===== src/rtl/tx_arbiter.sv =====
// tx_arbiter: round-robin arbiter feeding one command at a time to a serializer
module tx_arbiter #(
  parameter int ADDRW = 8,
  parameter int OPCODEW = 2,
  parameter int NREQ = 4,
  localparam int IDW = (NREQ > 1) ? $clog2(NREQ) : 1
) (
  input  logic                     clk,
  input  logic                     rst_n,
  input  logic [NREQ-1:0]          req_valid,
  input  logic [NREQ*OPCODEW-1:0]  req_opcode,
  input  logic [NREQ*ADDRW-1:0]    req_addr,
  output logic [NREQ-1:0]          req_ready,
  output logic                     ser_valid,
  output logic [OPCODEW-1:0]       ser_opcode,
  output logic [ADDRW-1:0]         ser_addr,
  input  logic                     ser_ready,
  output logic [IDW-1:0]           grant_id,
  output logic                     busy,
  output logic [7:0]               issued_cnt
);
  typedef enum logic [1:0] {IDLE, ISSUE, WAIT_LOW, WAIT_HIGH} state_t;
  state_t state;
  logic [IDW-1:0] ptr, win;
  logic found, tmo;
  always_comb begin
    win = '0;
    found = 1'b0;
    for (int k = 0; k < NREQ; k++)
      if (!found && req_valid[(int'(ptr) + k) % NREQ]) begin
        found = 1'b1;
        win = IDW'((int'(ptr) + k) % NREQ);
      end
  end
  assign req_ready = (rst_n && state == IDLE && found) ? NREQ'(1) << win : '0;
  assign busy = rst_n && state != IDLE;
  always_ff @(posedge clk) begin
    if (!rst_n) begin
      state <= IDLE;
      ser_valid <= 1'b0;
      ser_opcode <= '0;
      ser_addr <= '0;
      grant_id <= '0;
      ptr <= '0;
      tmo <= 1'b0;
      issued_cnt <= '0;
    end else begin
      case (state)
        IDLE: if (found) begin
          ser_opcode <= req_opcode[int'(win)*OPCODEW +: OPCODEW];
          ser_addr <= req_addr[int'(win)*ADDRW +: ADDRW];
          grant_id <= win;
          ptr <= (win == IDW'(NREQ - 1)) ? '0 : win + 1'b1;
          ser_valid <= 1'b1;
          state <= ISSUE;
        end
        ISSUE: if (ser_ready) begin
          ser_valid <= 1'b0;
          tmo <= 1'b0;
          state <= WAIT_LOW;
        end
        // a serializer that never drops ready is treated as done after two edges
        WAIT_LOW: if (!ser_ready) state <= WAIT_HIGH;
          else if (tmo) begin
            state <= IDLE;
            issued_cnt <= issued_cnt + 8'd1;
          end else tmo <= 1'b1;
        WAIT_HIGH: if (ser_ready) begin
          state <= IDLE;
          issued_cnt <= issued_cnt + 8'd1;
        end
      endcase
    end
  end
endmodule


===== config.mk =====
export PLATFORM = sky130hd
export DESIGN_NAME = tx_arbiter
export DESIGN_NICKNAME = d
export VERILOG_FILES = /design/src/rtl/tx_arbiter.sv
export SDC_FILE = /design/constraint.sdc
export NUM_CORES = 1
export LEC_CHECK = 0
export ABC_AREA = 1
export BUFFER_PORTS_ARGS = -buffer_cell sky130_fd_sc_hd__buf_2
export CORE_MARGIN = 2
export CORE_UTILIZATION = 32
export DETAILED_ROUTE_END_ITERATION = 12
export PLACE_DENSITY_LB_ADDON = 0.05
export SLEW_MARGIN = 20
export SYNTH_ARGS = -nofsm -noshare
export SYNTH_HDL_FRONTEND = slang
export SYNTH_SLANG_ARGS = --single-unit

===== constraint.sdc =====
create_clock -name clk -period 2.35 [get_ports clk]
set_input_delay 0.47 -clock clk [delete_from_list [all_inputs] [get_ports clk]]
set_output_delay 0.47 -clock clk [all_outputs]
set_load 0.02 [all_outputs]

==> results_dict.tcl <==
set metrics [dict create \
    start_kind "flop" \
    first_pass_iters 4 \
    crit_path_frequent_cell "inv_2" \
    layout-drive-gt1-share_pct 37.6 \
    grt_util_met2_pct 26.9 \
    drcViolationCount 0 \
    min_path_type "flop to flop" \
    cp.arrival_ns 1.87 \
    clockBufferDepth 2 \
    busiest_layer "met2" \
    synthToLayoutAreaGrowth_pct 48.5 \
    p_sw_mw 1.64 \
    drv_slew 0 \
    antenna_cells 0 \
    crit_chain "buf_6, nand2_1, nand3_2, nand2_4, inv_2, nand3_2, nor2_1, nor2_1, inv_2, ha_4, inv_2, nor2_4, buf_6" \
    clock_latency_ns 0.27 \
    drt_iter0_drc 112 \
    crit_path_top_delay_cell "dfxtp_4" \
    hold_buffers 0 \
    wl_per_cell_um 11.1 \
    end_kind "primary output" \
    synth_cells 313 \
    grt_start_max_net_pins 20 \
    met1_usage_pct 21.4 \
    synth_warnings 0 \
    required_ns 1.88 \
    seq_power_share_pct 19.4 \
    cts_tree "built" \
    grtUsageTotal_pct 16.2 \
    final_nets 454 \
    dp_hpwl_mm 3.82 \
    crit_buf_inv 5 \
    core_mm2 0.00544 \
    combPwrFrac_pct 69.5 \
    finalNonFillerCells 476 \
    grt_pass1_wl_mm 8.17 \
    synth_area_mm2 0.00178 \
    num_rows 27 \
    setup_violations 0 \
    tightest_slew_ns 0.440 \
    die_h_um 78.7 \
    maxCapViolations 0 \
    cts.sinks 26 \
    ios 73 \
    cp-endpoint "req_ready[2]" \
    overflow 0 \
    critPathTopFamily "simple AND/OR/NAND/NOR gates" \
    wirelength_mm 5.30 \
    min_period_ns 2.34 \
    path_max_fanout 7 \
    p_int_mw 1.70 \
    rsz0062_at_grt "true" \
    finalClockSkew_ns 0.00792 \
    clock_power_share_pct 11.1 \
    cts_buffers 3 \
    p_leak_nw 1.50 \
    r2r_slack_ns 0.20 \
    critPathLaunch "ptr[0]" \
    hold-worst-slack_ns 0.472 \
    synth_area_per_cell_um2 5.70 \
    antenna_found_initial 0 \
    slew_headroom_pct 70.6 \
    status "finished clean" \
    r2r-end "ser_addr[3]" \
    gp_congestion 0.877 \
    ctsRootBufferMaster "clkbuf_8" \
    die_w_um 78.7 \
    irDropWorstVdd_uv 572 \
    ant_nets 0 \
    critical_path_class "flop to primary output" \
    finalSetupTns_ns 0 \
    cts.htree.levels 1 \
    finish.utilization_pct 48.7 \
    fin_crit_sh_pct 99.5 \
    hold_viol 0 \
    r2r_start "ptr[0]" \
    reg2reg_depth 14 \
    ys_seq_elements 26 \
    cp.depth 13 \
    syn_nets 362 \
    port_buffers 72 \
    synth_cell_types 26 \
    clkTransAtPathRegs_ns 0.09 \
    swShare_pct 49.1 \
    slowest_delay_ns 0.42 \
    numPlacedInstances 459 \
    start_util_pct 32.8 \
    p_per_area_mw_per_mm2 1260 \
    avgViaCountPerCell 4.47 \
    timing.fmax_ghz 0.427 \
    use_met3_pct 3.10 \
    routed-via-count 2128 \
    die-area_mm2 0.00619 \
    ys_seq_area_share_pct 29.2 \
    grt_pass1_vias 1874 \
]
[cells in the mapped netlist (all sizes together)]
cell	n	area [um^2]
inv	41	154
o2111ai	1	8.76
nand4	1	6.26
and3	2	12.5
ha	2	25.0
nor2	13	53.8
nand3b	1	7.51
o21ai	8	40.0
a21oi	17	85.1
a31oi	1	6.26
nor3	8	40.0
buf	10	73.8
clkbuf	1	3.75
clkinv	1	3.75
dfxtp	26	521
nor3b	1	7.51
nand2	140	541
nand3	39	195
[metal layers]
layer | vias up | share of wire [%]
met1 | 910 | 46
li1 | 1162 | -
met2 | 54 | 47
met5 | - | 0
met3 | 2 | 6.4
met4 | 0 | 0.64
[registers in the layout, summed over array words and instances (netlist names)]
name	count
ser_opcode	2
ptr	2
state	2
ser_addr	8
ser_valid	1
grant_id	2
issued_cnt	8
tmo	1
[area by class of cell]
cell class | count | area [um^2]
fill | 604 | 2790
clock inverter | 1 | 30.0
tap | 72 | 90.1
multi-input combinational | 234 | 1200
inverter | 42 | 170
sequential | 26 | 526
timing repair buffer | 98 | 588
clock buffer | 3 | 41.3
[power groups by stage]
stage	combinational, mW	clock (mW)	sequential (mW)
finish	2.32	0.372	0.647
global route	2.57	0.403	0.662
CTS	2.06	0.386	0.646
detailed placement	1.79	0	0.645
global placement	1.79	0	0.646
floorplan	1.25	0	0.720
[how the worst min path moves through the flow]
stage / from / depth (start not counted) / end / slack, ns
5_1_grt: grant_id[1] / 2 / grant_id[1] / 0.49
2_1_floorplan: tmo / 2 / tmo / 0.51
3_5_place_dp: grant_id[1] / 2 / grant_id[1] / 0.46
6_report: grant_id[1] / 2 / grant_id[1] / 0.47
3_3_place_gp: ser_valid / 2 / ser_valid / 0.46
4_1_cts: grant_id[1] / 2 / grant_id[1] / 0.47
[repair_timing]
item                                   CTS  global route
resized for setup                       34            33
endpoints found under the hold margin    0             0
buffers inserted                         6             7
setup endpoints to repair                4             4
pin swaps                               15            25
[through the flow]
step                power [mW]  worst slack, ns  instance area (um^2)
detailed placement        2.44           0.0640                  2250
global route              3.64           -0.145                  2650
global placement          2.44           0.0401                  2250
CTS                       3.09          0.00629                  2480
finish                    3.34           0.0107                  2650
floorplan                 1.97           0.0558                  1780
[placed cells by master, fill, tap and decap left out, types with 5 or more instances in the layout]
cell type / count
nand2_1: 114
nand2_2: 19
dfxtp_1: 24
nor2_1: 8
nor3_1: 5
inv_1: 33
nand2_4: 6
nand3_1: 36
o21ai_0: 7
buf_6: 6
buf_2: 68
buf_4: 24
a21oi_1: 16
[worst register-to-register path: stages (launching register included)]
cell and delay, ns:
dfxtp_4 0.42, buf_6 0.13, nand2_2 0.06, nand2_4 0.07, nand2_2 0.06, o21ai_2 0.07
nand3b_1 0.18, nand2_2 0.10, buf_4 0.14, buf_4 0.12, nor2_2 0.36, nand3_1 0.18
nand2_1 0.10, nand2_1 0.05, nand2_1 0.06
[cell families (layout without fill, tap and decap cells)]
kind of cell    Yosys count  in the layout  share of synthesized area [%]
fa+ha+maj                 2              2                           1.40
buf+inv                  53            144                           13.2
simple gates            205            205                           48.4
compound gates           27             27                           7.85
flops                    26             26                           29.2
Power figures use the tool's default switching activity.
